--- config.mk ---
export PLATFORM = sky130hd
export DESIGN_NAME = result_drain_flat
export DESIGN_NICKNAME = d
export VERILOG_FILES = /design/src/rtl/drain_pkg.sv /design/src/rtl/result_drain_if.sv /design/src/rtl/drain_fifo2.sv /design/src/rtl/result_drain.sv /design/src/flat_wrapper.sv
export SDC_FILE = /design/constraint.sdc
export NUM_CORES = 1
export LEC_CHECK = 0
export ABC_CLOCK_PERIOD_IN_PS = 2600
export BUFFER_PORTS_ARGS = -buffer_cell sky130_fd_sc_hd__buf_4
export CORE_MARGIN = 2
export CORE_UTILIZATION = 56
export DETAILED_ROUTE_END_ITERATION = 8
export GPL_ROUTABILITY_DRIVEN = 0
export PLACE_DENSITY = 0.79
export SLEW_MARGIN = 20
export SYNTH_ARGS = -nofsm -noshare
export SYNTH_HDL_FRONTEND = slang
export SYNTH_SLANG_ARGS = --single-unit
--- constraint.sdc ---
create_clock -name clk -period 2.6 [get_ports clk]
set_input_delay 0.39 -clock clk [delete_from_list [all_inputs] [get_ports clk]]
set_output_delay 0.39 -clock clk [all_outputs]
set_load 0.02 [all_outputs]
--- src/rtl/drain_pkg.sv ---
// Shared sizes and FSM encoding for the output-buffer drain path.
package drain_pkg;
  localparam int DATA_W = 32;
  localparam int ADDR_W = 7;
  localparam int DEPTH  = 128;

  typedef enum logic [1:0] {
    IDLE  = 2'd0,
    DRAIN = 2'd1,
    FLUSH = 2'd2
  } state_e;
endpackage

--- src/rtl/result_drain_if.sv ---
// Valid/ready result stream from the drain toward the host.
interface result_drain_if;
  logic                        m_valid;
  logic [drain_pkg::DATA_W-1:0] m_data;
  logic                        m_last;
  logic                        m_ready;

  modport master (output m_valid, output m_data, output m_last, input m_ready);
  modport slave  (input m_valid, input m_data, input m_last, output m_ready);
endinterface

--- src/rtl/drain_fifo2.sv ---
// Two-entry skid FIFO; a push and a pop in the same cycle are allowed even when full.
module drain_fifo2
  import drain_pkg::*;
(
  input  logic              clk,
  input  logic              rst,
  input  logic              push_i,
  input  logic [DATA_W-1:0] push_data_i,
  input  logic              pop_i,
  output logic [DATA_W-1:0] head_o,
  output logic              valid_o,
  output logic [1:0]        occ_o
);
  logic [DATA_W-1:0] mem_q [2];
  logic              rd_ptr_q, wr_ptr_q;
  logic [1:0]        occ_q;

  always_ff @(posedge clk or negedge rst) begin
    if (!rst) begin
      // NOTE: the storage is only two words and its head is visible on m_data, so it is reset too.
      for (int i = 0; i < 2; i++) mem_q[i] <= '0;
      rd_ptr_q <= 1'b0;
      wr_ptr_q <= 1'b0;
      occ_q    <= 2'd0;
    end else begin
      if (push_i) begin
        mem_q[wr_ptr_q] <= push_data_i;
        wr_ptr_q        <= ~wr_ptr_q;
      end
      if (pop_i) rd_ptr_q <= ~rd_ptr_q;
      occ_q <= occ_q + {1'b0, push_i} - {1'b0, pop_i};
    end
  end

  assign head_o  = mem_q[rd_ptr_q];
  assign valid_o = (occ_q != 2'd0);
  assign occ_o   = occ_q;
endmodule

--- src/rtl/result_drain.sv ---
// Sweeps the output buffer after ap_done and streams each word to the host,
// absorbing the 1-cycle memory latency and host backpressure with a 2-word FIFO.
module result_drain
  import drain_pkg::*;
(
  input  logic              clk,
  input  logic              rst,
  input  logic              ap_done,
  input  logic [ADDR_W:0]   len,
  output logic [ADDR_W-1:0] addrO,
  input  logic [DATA_W-1:0] dataO,
  result_drain_if.master    m,
  output logic              busy,
  output logic              drain_done,
  output logic              overrun
);
  localparam logic [ADDR_W:0]   DEPTH_N  = (ADDR_W+1)'(DEPTH);
  localparam logic [ADDR_W:0]   CNT_ONE  = (ADDR_W+1)'(1);
  localparam logic [ADDR_W-1:0] ADDR_ONE = ADDR_W'(1);

  state_e            state_q;
  logic [ADDR_W:0]   n_q, rd_q, wr_q;
  logic [ADDR_W-1:0] addr_q;
  logic              inflight_q, drain_done_q, overrun_q;

  logic [ADDR_W:0]   n_d;
  logic              fifo_valid, pop, issue, head_last;
  logic [1:0]        occ;
  logic [2:0]        load, limit;

  drain_fifo2 u_fifo (
    .clk         (clk),
    .rst         (rst),
    .push_i      (inflight_q),
    .push_data_i (dataO),
    .pop_i       (pop),
    .head_o      (m.m_data),
    .valid_o     (fifo_valid),
    .occ_o       (occ)
  );

  assign n_d   = (len > DEPTH_N) ? DEPTH_N : len;
  assign pop   = fifo_valid & m.m_ready;
  // Issue only if the word still fits after this cycle's pop, counting the read already in flight.
  assign load  = {1'b0, occ} + {2'b0, inflight_q};
  assign limit = 3'd2 + {2'b0, pop};
  assign issue = (state_q == DRAIN) && (load < limit);

  assign head_last = (wr_q == n_q - CNT_ONE);
  assign m.m_valid = fifo_valid;
  assign m.m_last  = fifo_valid & head_last;

  assign addrO      = addr_q;
  assign busy       = (state_q != IDLE);
  assign drain_done = drain_done_q;
  assign overrun    = overrun_q;

  always_ff @(posedge clk or negedge rst) begin
    if (!rst) begin
      state_q      <= IDLE;
      n_q          <= '0;
      rd_q         <= '0;
      wr_q         <= '0;
      addr_q       <= '0;
      inflight_q   <= 1'b0;
      drain_done_q <= 1'b0;
      overrun_q    <= 1'b0;
    end else begin
      // NOTE: non-blocking updates, so every arm below sees the pre-edge counter values.
      drain_done_q <= 1'b0;
      inflight_q   <= issue;
      case (state_q)
        IDLE: begin
          if (ap_done) begin
            n_q <= n_d;
            if (n_d == '0) begin
              drain_done_q <= 1'b1;
            end else begin
              rd_q    <= '0;
              wr_q    <= '0;
              addr_q  <= '0;
              state_q <= DRAIN;
            end
          end
        end
        DRAIN: begin
          if (ap_done) overrun_q <= 1'b1;
          if (pop) wr_q <= wr_q + CNT_ONE;
          if (issue) begin
            rd_q <= rd_q + CNT_ONE;
            if (rd_q + CNT_ONE == n_q) state_q <= FLUSH;
            else                       addr_q  <= addr_q + ADDR_ONE;
          end
        end
        FLUSH: begin
          if (ap_done) overrun_q <= 1'b1;
          if (pop) begin
            wr_q <= wr_q + CNT_ONE;
            if (head_last) begin
              state_q      <= IDLE;
              drain_done_q <= 1'b1;
            end
          end
        end
        default: state_q <= IDLE;
      endcase
    end
  end
endmodule

--- src/flat_wrapper.sv ---
// flat-port wrapper written by rule: the top's interface ports become plain ports
module result_drain_flat import drain_pkg::*;
  (clk, rst, ap_done, len, addrO, dataO, busy, drain_done, overrun, m_m_valid, m_m_data, m_m_last, m_m_ready);
  result_drain_if m_i ();
  input  logic clk;
  input  logic rst;
  input  logic ap_done;
  input  logic [ADDR_W:0] len;
  output logic [ADDR_W-1:0] addrO;
  input  logic [DATA_W-1:0] dataO;
  output logic busy;
  output logic drain_done;
  output logic overrun;
  output wire logic [$bits(m_i.m_valid)-1:0] m_m_valid;
  output wire logic [$bits(m_i.m_data)-1:0] m_m_data;
  output wire logic [$bits(m_i.m_last)-1:0] m_m_last;
  input wire logic [$bits(m_i.m_ready)-1:0] m_m_ready;
  assign m_m_valid = m_i.m_valid;
  assign m_m_data = m_i.m_data;
  assign m_m_last = m_i.m_last;
  assign m_i.m_ready = m_m_ready;
  result_drain u_core (.clk(clk), .rst(rst), .ap_done(ap_done), .len(len), .addrO(addrO), .dataO(dataO), .m(m_i), .busy(busy), .drain_done(drain_done), .overrun(overrun));
endmodule
==> impl_metrics.json, run 1 <==
{
  "fp.coreArea_um2": 9150,
  "drt-initial-drc-count": 119,
  "async_flop_share_pct": 100,
  "most_frequently_used_flop_master_after_synthesis": "dfrtp_1",
  "place.detailed.instances": 633,
  "timing_hold_violations_final": 0,
  "yosys_warnings": 0,
  "synthesis.area_per_instance_um2": 11.8,
  "power_density_nw_per_um2": 1320,
  "die_x_um": 101,
  "vdd_ir_drop_max_mv": 0.839,
  "post_synth_num_cell_types": 57,
  "chipHeight_um": 101,
  "route.detailed.drc": 0,
  "drt-wirelength-per-cell_um": 16.5,
  "seq_power_share_pct": 33.8,
  "clock_transition_at_the_registers_of_the_reported_paths_ns": 0.12,
  "power.total_mw": 8.33,
  "vias_per_cell": 5.74,
  "dieArea_um2": 10100,
  "synth_cells": 444,
  "regArea_um2": 2610,
  "finalClockSkew_ns": 0.0192,
  "synthesis.nets": 499,
  "fillers": 668,
  "clock_insertion_delay_worst_skew_ns": 0.38,
  "period_share_pct": 102,
  "initial_cell_density_of_the_core_pct": 57.2,
  "post-dp-hpwl_um": 7660,
  "grt.overflow.total": 0,
  "run_status": "finished with violations",
  "cts-buffers-inserted": 9,
  "max_cap_violations": 0,
  "first_pass_grt_wire_length_um": 18000,
  "final_critical_path_setup_slack_ns": -0.0401,
  "worst_setup_path_end_kind": "primary output",
  "power.switching_mw": 3.36,
  "rel_slew_slack_pct": 62.0,
  "worst-endpoint-arrival_ns": 2.25,
  "num_vias": 3780,
  "maxSlewViolCount": 0,
  "combPwrFrac_pct": 54.3,
  "area_growth_pct": 20.9,
  "power_frac_clock_pct": 11.9,
  "tritoncts": "built",
  "clock_tree.htree_level_count": 3,
  "timing.critical_path.from_type": "flop",
  "grt_setup_unrepaired": "yes",
  "violations": "setup timing",
  "p_int_mw": 4.97,
  "finalNetCount": 598,
  "period_minus_slack_ns": 2.64,
  "postSynthRegisterBits": 104,
  "clock_path_buffers": 2,
  "worst_pin_slew_ns": 0.570,
  "syn_area_um2": 5240,
  "firstDrtPassIters": 4,
  "critical_path.max_fanout": 4,
  "rows": 35,
  "max_freq_mhz": 379,
  "critical_path_class": "reg2out",
  "post-place-ws_ns": 0.136,
  "grt_antenna_before_repair": 0,
  "cts_sinks": 104,
  "totalWireLength_um": 10900,
  "share_of_the_yosys_chip_area_belonging_to_registers_pct": 49.7,
  "diodes_inserted": 0,
  "num_io_pins": 88,
  "number_of_global_route_vias_before_repair": 3864,
  "p_leak_nw": 2.85,
  "cp_data_required_time_ns": 2.21,
  "globalRouteTotalUtil_pct": 22.3,
  "maximum_number_of_pins_on_one_net_before_global_route_repair": 74,
  "sw_frac_of_total_pct": 40.4,
  "multi_input_area_um2": 2520,
  "worst_hold_class": "in2reg",
  "ant_nets": 0,
  "final-instance-count-excl-fill": 659,
  "layout-drive-gt1-share_pct": 43.6,
  "synth-edff-count": 0,
  "setup-violations-final": 1,
  "place.port_buffers": 87,
  "cts.root.buffer_cell": "clkbuf_8"
}
-- worst paths after layout --
check | from | end | slack, ns | cells past startpoint
worst min register to register | u_core.overrun | u_core.overrun | 0.46 | 1
max in group asynchronous | rst | u_core.wr_q[0] | 1.38 | 3
worst min-delay path | dataO[8] | u_core.u_fifo.mem_q[8] | 0.24 | 2
worst max-delay path | u_core.n_q[4] | m_m_last | -0.04 | 7
worst max register to register | u_core.n_q[4] | u_core.drain_done | 0.04 | 13
min in group asynchronous | rst | u_core.n_q[7] | 0.50 | 2
-- Yosys cell counts, drive strengths merged, types with 2 or more instances --
cell type | instances | area [um2]
xnor2 | 15 | 131
xor2 | 13 | 114
a22o | 3 | 26.3
nand2 | 25 | 93.8
ha | 11 | 138
o211ai | 2 | 20.0
o31ai | 4 | 43.8
and2 | 3 | 18.8
or3 | 6 | 42.5
o21ai | 26 | 138
nor3b | 3 | 22.5
a31oi | 2 | 12.5
nor4 | 3 | 25.0
nor2 | 23 | 86.3
nand4 | 5 | 31.3
a211o | 2 | 18.8
a21o | 5 | 37.5
and3 | 5 | 31.3
nor3 | 7 | 35.0
a21oi | 7 | 35.0
dfrtp | 104 | 2600
inv | 14 | 52.6
nand3b | 2 | 15.0
clkbuf | 10 | 37.5
nand2b | 9 | 56.3
and4 | 2 | 20.0
buf | 9 | 47.5
nand3 | 9 | 55.1
mux2 | 98 | 1100
-- power groups by stage --
stage / registers [mW] / clock network, mW / logic [mW]
2_1_floorplan: 2.71 / 0 / 3.15
3_3_place_gp: 2.80 / 0 / 4.29
3_5_place_dp: 2.87 / 0 / 4.40
4_1_cts: 2.81 / 1.02 / 4.51
5_1_grt: 2.90 / 1.09 / 4.89
6_report: 2.81 / 0.992 / 4.52
-- registers in the layout, indices dropped and copies added (netlist names) --
| register | count |
|---|---|
| u_core.n_q | 8 |
| u_core.rd_q | 8 |
| u_core.addrO | 7 |
| u_core.drain_done | 1 |
| u_core.state_q | 2 |
| u_core.u_fifo.occ_o | 2 |
| u_core.overrun | 1 |
| u_core.inflight_q | 1 |
| u_core.u_fifo.rd_ptr_q | 1 |
| u_core.u_fifo.mem_q | 64 |
| u_core.u_fifo.wr_ptr_q | 1 |
| u_core.wr_q | 8 |
-- cell families after synthesis --
family                     after synthesis  synth area share [%]
xor gates and xnor gates                28                  4.68
muxes                                   99                  21.3
buffers and inverters                   33                  2.63
DFF                                    104                  49.7
AOI/OAI and AO/OA                       63                  8.34
and+or+nand+nor                        106                  10.8
adders and majority gates               11                  2.63
-- placed cells by master, fill, tap and decap left out, drive strengths merged, types with 2 or more instances in the layout --
cell type and count:
buf 106, dfrtp 104, mux2 98, o21ai 26
nand2 25, nor2 23, inv 18, xnor2 15
xor2 13, ha 11, clkbuf 10, nand2b 9
nand3 9, nor3 7, a21oi 7, or3 6
and3 5, nand4 5, a21o 5, o31ai 4
nor3b 3, a22o 3, nor4 3, and2 3
nand3b 2, a31oi 2, o211ai 2, a211o 2
and4 2
-- cell type report --
cell class,instances,area share (%)
well taps,111,2.19
clock buffers,10,2.17
repair buffers,107,13.0
multi-input cells,307,39.8
flip-flops and latches,104,41.1
clock inverters,6,0.929
inverters,14,0.830
-- through the flow --
step | util [%] | hold WS, ns | instance area [um2] | setup TNS (ns)
floorplan | - | 0.0944 | 5240 | 0
global placement | 65.9 | 0.364 | 6030 | 0
detailed placement | 65.9 | 0.370 | 6030 | 0
CTS | 69.1 | 0.236 | 6330 | -0.00163
global route | 69.2 | 0.231 | 6330 | -0.157
finish | 69.2 | 0.240 | 6330 | -0.0401
-- routing by layer --
layer  vias up  global-route usage (%)  part of all wire [%]
met1      1882                    29.3                    43
met3        17                    4.85                   5.7
met4         0                    7.69                   1.6
met2       102                    36.7                    50
met5         -                       0                     0
li1       1779                       -                     -
-- worst max-delay path: stages (launching register included) --
cell,delay [ns]
dfrtp_2,0.41
or3_4,0.42
or3_4,0.35
a21oi_2,0.16
o211ai_2,0.11
nor2_2,0.15
and2_4,0.17
buf_6,0.11
-- timing repair --
action,CTS,global route
endpoints found under the setup margin,1,2
hold endpoints to repair,31,0
pin swaps,5,0
setup buffers,9,0
resized for setup,6,2
hold buffers,1,0
Power figures use the tool's default switching activity.
==> run 2, diff against run 1 <==
--- a/config.mk
+++ b/config.mk
@@ -9,6 +9,7 @@
 export BUFFER_PORTS_ARGS = -buffer_cell sky130_fd_sc_hd__buf_4
 export CORE_MARGIN = 2
 export CORE_UTILIZATION = 56
+export CTS_BUF_LIST = sky130_fd_sc_hd__clkbuf_16
 export DETAILED_ROUTE_END_ITERATION = 8
 export GPL_ROUTABILITY_DRIVEN = 0
 export PLACE_DENSITY = 0.79
==> run 2 against run 1 <==
  * The run ends with hold timing, setup timing left
  * Count of clock-buffer cells in the layout decreased by 1
  * Clock skew is 0.010 ns lower
  * Sequential share of layout area shrank 0.57 points
  * Register-to-register slack better by 0.03 ns
  * Hold slack got worse by 0.25 ns
  * Sequential power barely moved
  * Cell count unchanged
  * Global-route usage rose by 0.44 points
  * Largest power group unchanged
  * Die area unchanged
  * First-iteration DRC count is 10% higher
  * Combinational power about the same
  * Core utilization is 0.97 points higher
==> impl_metrics.json, run 2 (synthesis gave the netlist of run 1 again) <==
{
  "timing.critical_path.cells": "or3_4 > or3_4 > a21oi_2 > o211ai_2 > nor2_2 > and2_4 > buf_6",
  "fillers": 650,
  "seq_power_share_pct": 32.6,
  "cts_sinks": 104,
  "globalRouteTotalUtil_pct": 22.7,
  "drt-initial-drc-count": 131,
  "totalWireLength_um": 10900,
  "initial_cell_density_of_the_core_pct": 57.2,
  "cp_top_family": "simple AND/OR/NAND/NOR gates",
  "first_pass_grt_wire_length_um": 18100,
  "power.total_mw": 8.65,
  "registers.top_by_ff_count": "u_core.u_fifo.mem_q",
  "tritoncts": "built",
  "final_critical_path_setup_slack_ns": -0.00454,
  "grt_setup_unrepaired": "yes",
  "worst_hold_class": "in2async",
  "finalClockSkew_ns": 0.00877,
  "violations": "hold timing, setup timing",
  "clock_insertion_delay_worst_skew_ns": 0.35,
  "fp.coreArea_um2": 9150,
  "regArea_um2": 2610,
  "timing_hold_violations_final": 21,
  "critical_path.max_fanout": 4,
  "multi_input_area_um2": 2520,
  "postCtsHoldBufs": 0,
  "timing.critical_path.mode_cell": "or3_4",
  "place.detailed.instances": 633,
  "max_freq_mhz": 384,
  "worst_hold_slack_ns": -0.0108,
  "period_share_pct": 100,
  "post-place-ws_ns": 0.136,
  "num_io_pins": 88,
  "setup-violations-final": 1,
  "route.detailed.drc": 0,
  "vdd_ir_drop_max_mv": 0.897,
  "p_leak_nw": 2.89,
  "layout_commonest_cell": "buf_4",
  "diodes_inserted": 0,
  "run_status": "finished with violations",
  "layout.cells.most_common_list": "buf_4 (105), dfrtp_1 (102), mux2_2 (98), nand2_1 (25), nor2_1 (21)",
  "final-instance-count-excl-fill": 659,
  "clock_tree.htree_level_count": 3,
  "power_frac_clock_pct": 15.0,
  "cts-buffers-inserted": 9,
  "period_minus_slack_ns": 2.60,
  "rel_slew_slack_pct": 59.7,
  "clock_transition_at_the_registers_of_the_reported_paths_ns": 0.07,
  "area_growth_pct": 22.6,
  "dieArea_um2": 10100,
  "number_of_global_route_vias_before_repair": 3852,
  "rows": 35,
  "grt.overflow.total": 0,
  "critical_path_class": "reg2out",
  "worst_pin_slew_ns": 0.604,
  "firstDrtPassIters": 4,
  "worst-endpoint-arrival_ns": 2.21,
  "layout-drive-gt1-share_pct": 43.6,
  "cp_data_required_time_ns": 2.21,
  "cts.root.buffer_cell": "clkbuf_16",
  "combPwrFrac_pct": 52.4,
  "num_vias": 3765,
  "post-dp-hpwl_um": 7660,
  "ant_nets": 0,
  "vias_per_cell": 5.71,
  "power.switching_mw": 3.41,
  "p_int_mw": 5.24,
  "max_cap_violations": 0,
  "worst_setup_path_end_kind": "primary output",
  "die_x_um": 101,
  "maximum_number_of_pins_on_one_net_before_global_route_repair": 74,
  "maxSlewViolCount": 0,
  "sw_frac_of_total_pct": 39.4,
  "place.port_buffers": 87,
  "finalNetCount": 598,
  "crit_path_top_delay_cell": "or3_4",
  "grt_antenna_before_repair": 0,
  "timing.critical_path.from_type": "flop",
  "largest_register_ffs": 64,
  "timing.critical_path.slowest_cell_delay_ns": 0.42,
  "cp_num_buf_inv": 1,
  "chipHeight_um": 101,
  "power_density_nw_per_um2": 1350,
  "clock_path_buffers": 2,
  "drt-wirelength-per-cell_um": 16.6
}
==> run 2: changes by cell type in the layout (fill, tap and decap cells not counted), sizes merged <==
cell,delta
clkinv,+1
dlygate4sd3,-1
buf,+1
clkbuf,-1
==> run 2: timing repair <==
| action | CTS | global route |
|---|---|---|
| cloned | 0 | 0 |
| setup endpoints to repair | 1 | 2 |
| resized for setup | 3 | 5 |
| buffers inserted | 9 | 1 |
| pin swaps | 2 | 5 |
==> run 2: layer usage <==
layer	track usage (%)	vias to the layer above	part of all wire (%)
met5	0	-	0
met3	4.85	23	5.3
met1	30.0	1867	43
met2	36.3	86	49
met4	10.2	0	2.5
li1	-	1789	-
==> run 2: worst paths after layout <==
check | start | endpoint | slack (ns) | depth (start not counted)
setup / recovery | u_core.n_q[4] | m_m_last | -0.005 | 7
hold / removal | rst | u_core.n_q[5] | -0.01 | 1
setup reg to reg | u_core.n_q[4] | u_core.drain_done | 0.07 | 12
hold reg to reg | u_core.overrun | u_core.overrun | 0.46 | 1
max in group asynchronous | rst | u_core.state_q[0] | 1.91 | 2
min in group clk | dataO[8] | u_core.u_fifo.mem_q[8] | 0.28 | 2
==> run 2: area by class of cell <==
class / instances / area share (%)
clock inverter: 7 / 0.974
tap: 111 / 2.16
inverter: 14 / 0.818
multi-input combinational: 307 / 39.2
clock buffer: 9 / 3.51
timing repair buffer: 107 / 12.8
sequential: 104 / 40.6
==> run 2: power by group through the flow <==
stage | Clock [mW] | Sequential (mW) | Combinational (mW)
global placement | 0 | 2.80 | 4.29
finish | 1.30 | 2.82 | 4.53
detailed placement | 0 | 2.87 | 4.40
CTS | 1.32 | 2.81 | 4.51
floorplan | 0 | 2.71 | 3.15
global route | 1.40 | 2.91 | 4.91
==> run 2: through the flow <==
step / util [%] / cell area (um2) / setup TNS [ns]
2_1_floorplan: - / 5240 / 0
3_3_place_gp: 65.9 / 6030 / 0
3_5_place_dp: 65.9 / 6030 / 0
4_1_cts: 69.9 / 6400 / 0
5_1_grt: 70.2 / 6420 / -0.0937
6_report: 70.2 / 6420 / -0.00454
==> run 2: worst reg2reg max path: stages (launching register included) <==
cell,delay (ns)
dfrtp_2,0.40
or3_4,0.42
o21ai_0,0.23
a21oi_2,0.09
o211ai_2,0.20
nor2_2,0.07
buf_4,0.13
buf_4,0.13
buf_4,0.12
buf_4,0.12
buf_4,0.11
buf_4,0.12
a32o_1,0.27
==> run 3, diff against run 2 <==
--- a/config.mk
+++ b/config.mk
@@ -5,14 +5,13 @@
 export SDC_FILE = /design/constraint.sdc
 export NUM_CORES = 1
 export LEC_CHECK = 0
-export ABC_CLOCK_PERIOD_IN_PS = 2600
 export BUFFER_PORTS_ARGS = -buffer_cell sky130_fd_sc_hd__buf_4
 export CORE_MARGIN = 2
-export CORE_UTILIZATION = 56
+export CORE_UTILIZATION = 51
 export CTS_BUF_LIST = sky130_fd_sc_hd__clkbuf_16
 export DETAILED_ROUTE_END_ITERATION = 8
 export GPL_ROUTABILITY_DRIVEN = 0
-export PLACE_DENSITY = 0.79
+export PLACE_DENSITY = 0.76
 export SLEW_MARGIN = 20
 export SYNTH_ARGS = -nofsm -noshare
 export SYNTH_HDL_FRONTEND = slang
==> constraint.sdc (replaced) <==
create_clock -name clk -period 2.36 [get_ports clk]
set_input_delay 0.354 -clock clk [delete_from_list [all_inputs] [get_ports clk]]
set_output_delay 0.354 -clock clk [all_outputs]
set_load 0.02 [all_outputs]
==> run 3 against run 2 <==
  * The run ends with setup timing left
  * Cell count grew 4.9%
  * Worst setup slack got worse by 0.097 ns
  * Combinational power rose by 15%
  * Die area rose by 9.4%
  * Non-clock buffer count increased by 10
  * Clock skew is 0.00081 ns higher
  * Via count rose by 1.4%
==> impl_metrics.json, run 3 (synthesis gave the netlist of run 1 again) <==
{
  "max_freq_mhz": 406,
  "final-instance-count-excl-fill": 691,
  "chipHeight_um": 105,
  "reg2reg_from": "u_core.u_fifo.occ_o[0]",
  "layout_commonest_cell": "buf_4",
  "layout.cells.most_common_list": "buf_4 (113), dfrtp_1 (102), mux2_2 (98), nand2_1 (25), nor2_1 (21)",
  "stdcell_area_um2": 6610,
  "rows": 36,
  "sw_frac_of_total_pct": 38.6,
  "cp_num_buf_inv": 1,
  "registers.top_by_ff_count": "u_core.u_fifo.mem_q",
  "place_area_um2": 6230,
  "route.detailed.drc": 0,
  "worst-endpoint-arrival_ns": 2.11,
  "place.detailed.instances": 674,
  "drt-wirelength-per-cell_um": 16.4,
  "finalClockSkew_ns": 0.00958,
  "finalNetCount": 608,
  "maxSlewViolCount": 0,
  "globalRouteTotalUtil_pct": 21.4,
  "drt-initial-drc-count": 209,
  "p_leak_nw": 2.96,
  "final_critical_path_setup_slack_ns": -0.101,
  "timing_hold_violations_final": 0,
  "initial_cell_density_of_the_core_pct": 53.1,
  "number_of_global_route_vias_before_repair": 3947,
  "totalWireLength_um": 11400,
  "period_share_pct": 104,
  "clock_transition_at_the_registers_of_the_reported_paths_ns": 0.08,
  "cp_top_family": "simple AND/OR/NAND/NOR gates",
  "seq_power_share_pct": 31.3,
  "period_minus_slack_ns": 2.46,
  "num_vias": 3816,
  "place.port_buffers": 87,
  "first_pass_grt_wire_length_um": 19200,
  "critical_path_class": "reg2out",
  "post-dp-hpwl_um": 8220,
  "critical_path.max_fanout": 4,
  "largest_register_ffs": 64,
  "rel_slew_slack_pct": 54.7,
  "p_int_mw": 6.08,
  "timing.critical_path.from_type": "flop",
  "grt.overflow.total": 0,
  "setup-violations-final": 1,
  "combPwrFrac_pct": 52.7,
  "cts_sinks": 104,
  "vias_per_cell": 5.52,
  "timing.critical_path.slowest_cell_delay_ns": 0.40,
  "worst_r2r_path_depth": 8,
  "timing.critical_path.cells": "or3_4 > or3_1 > a21oi_2 > o211ai_2 > nor2_2 > and2_4 > buf_6",
  "max_cap_violations": 0,
  "fin_tns_setup_ns": -0.101,
  "cts.root.buffer_cell": "clkbuf_16",
  "worst_hold_class": "in2async",
  "fp.coreArea_um2": 9860,
  "grt_antenna_before_repair": 0,
  "violations": "setup timing",
  "worst-r2r-setup-slack_ns": 0.16,
  "final_core_utilization_pct": 67.0,
  "worst_setup_path_end_kind": "primary output",
  "power.total_mw": 9.90,
  "ant_nets": 0,
  "run_status": "finished with violations",
  "firstDrtPassIters": 4,
  "die_x_um": 105,
  "vdd_ir_drop_max_mv": 0.926,
  "grt_setup_unrepaired": "yes",
  "power_frac_clock_pct": 16.0,
  "power.switching_mw": 3.82,
  "clock_tree.htree_level_count": 3,
  "worstReg2RegEnd": "u_core.addrO[2]",
  "worst_pin_slew_ns": 0.679,
  "dieArea_um2": 11100,
  "power_density_nw_per_um2": 1500,
  "num_io_pins": 88,
  "clock_path_buffers": 2,
  "layout-drive-gt1-share_pct": 45.9,
  "clock_insertion_delay_worst_skew_ns": 0.34,
  "crit_path_top_delay_cell": "or3_4",
  "diodes_inserted": 0,
  "maximum_number_of_pins_on_one_net_before_global_route_repair": 52,
  "area_growth_pct": 26.2,
  "cp_data_required_time_ns": 2.01,
  "cts-buffers-inserted": 9,
  "fillers": 737,
  "tritoncts": "built",
  "postCtsHoldBufs": 0
}
[run 3: metrics by stage]
step                hold slack [ns]  worst slack (ns)
floorplan                    0.0584             0.178
global placement              0.431             0.137
detailed placement            0.445            0.0589
CTS                          0.0741            -0.118
global route                 0.0890            -0.192
finish                       0.0339            -0.101
[run 3: metal layers]
metal,track usage (%),part of all wire (%)
met5,0,0
met1,27.1,43
met2,36.6,51
met4,7.14,1.8
met3,4.51,4.2
[run 3: power by group through the flow]
stage	Combinational (mW)	Clock, mW	Sequential, mW
2_1_floorplan	3.47	0	2.98
3_3_place_gp	5.02	0	3.05
3_5_place_dp	5.14	0	3.13
4_1_cts	5.21	1.61	3.10
5_1_grt	5.67	1.69	3.20
6_report	5.22	1.58	3.10
[run 3: layout make-up]
class / count / area (um2) / area share, %
sequential: 104 / 2610 / 39.4
multi-input combinational: 307 / 2540 / 38.5
timing repair buffer: 117 / 920 / 13.9
clock buffer: 9 / 225 / 3.41
tap: 133 / 166 / 2.52
clock inverter: 7 / 95.1 / 1.44
inverter: 14 / 52.6 / 0.795
[run 3: how the worst max path moves through the flow]
| stage | from | endpoint | slack [ns] | cells after the start |
|---|---|---|---|---|
| after global routing | u_core.n_q[3] | m_m_last | -0.19 | 7 |
| after CTS | u_core.n_q[3] | m_m_last | -0.12 | 7 |
| after global placement | u_core.n_q[0] | m_m_last | 0.14 | 8 |
| after detailed placement | u_core.u_fifo.occ_o[0] | u_core.rd_q[6] | 0.06 | 7 |
| after floorplan | u_core.n_q[3] | m_m_last | 0.18 | 7 |
| final | u_core.n_q[3] | m_m_last | -0.10 | 7 |
[run 3: what timing repair did]
item                                    4_1_cts  5_1_grt
resized for setup                             6        8
setup buffers                                 1        0
cloned                                        0        0
endpoints found under the setup margin        1       10
pin swaps                                     2        1
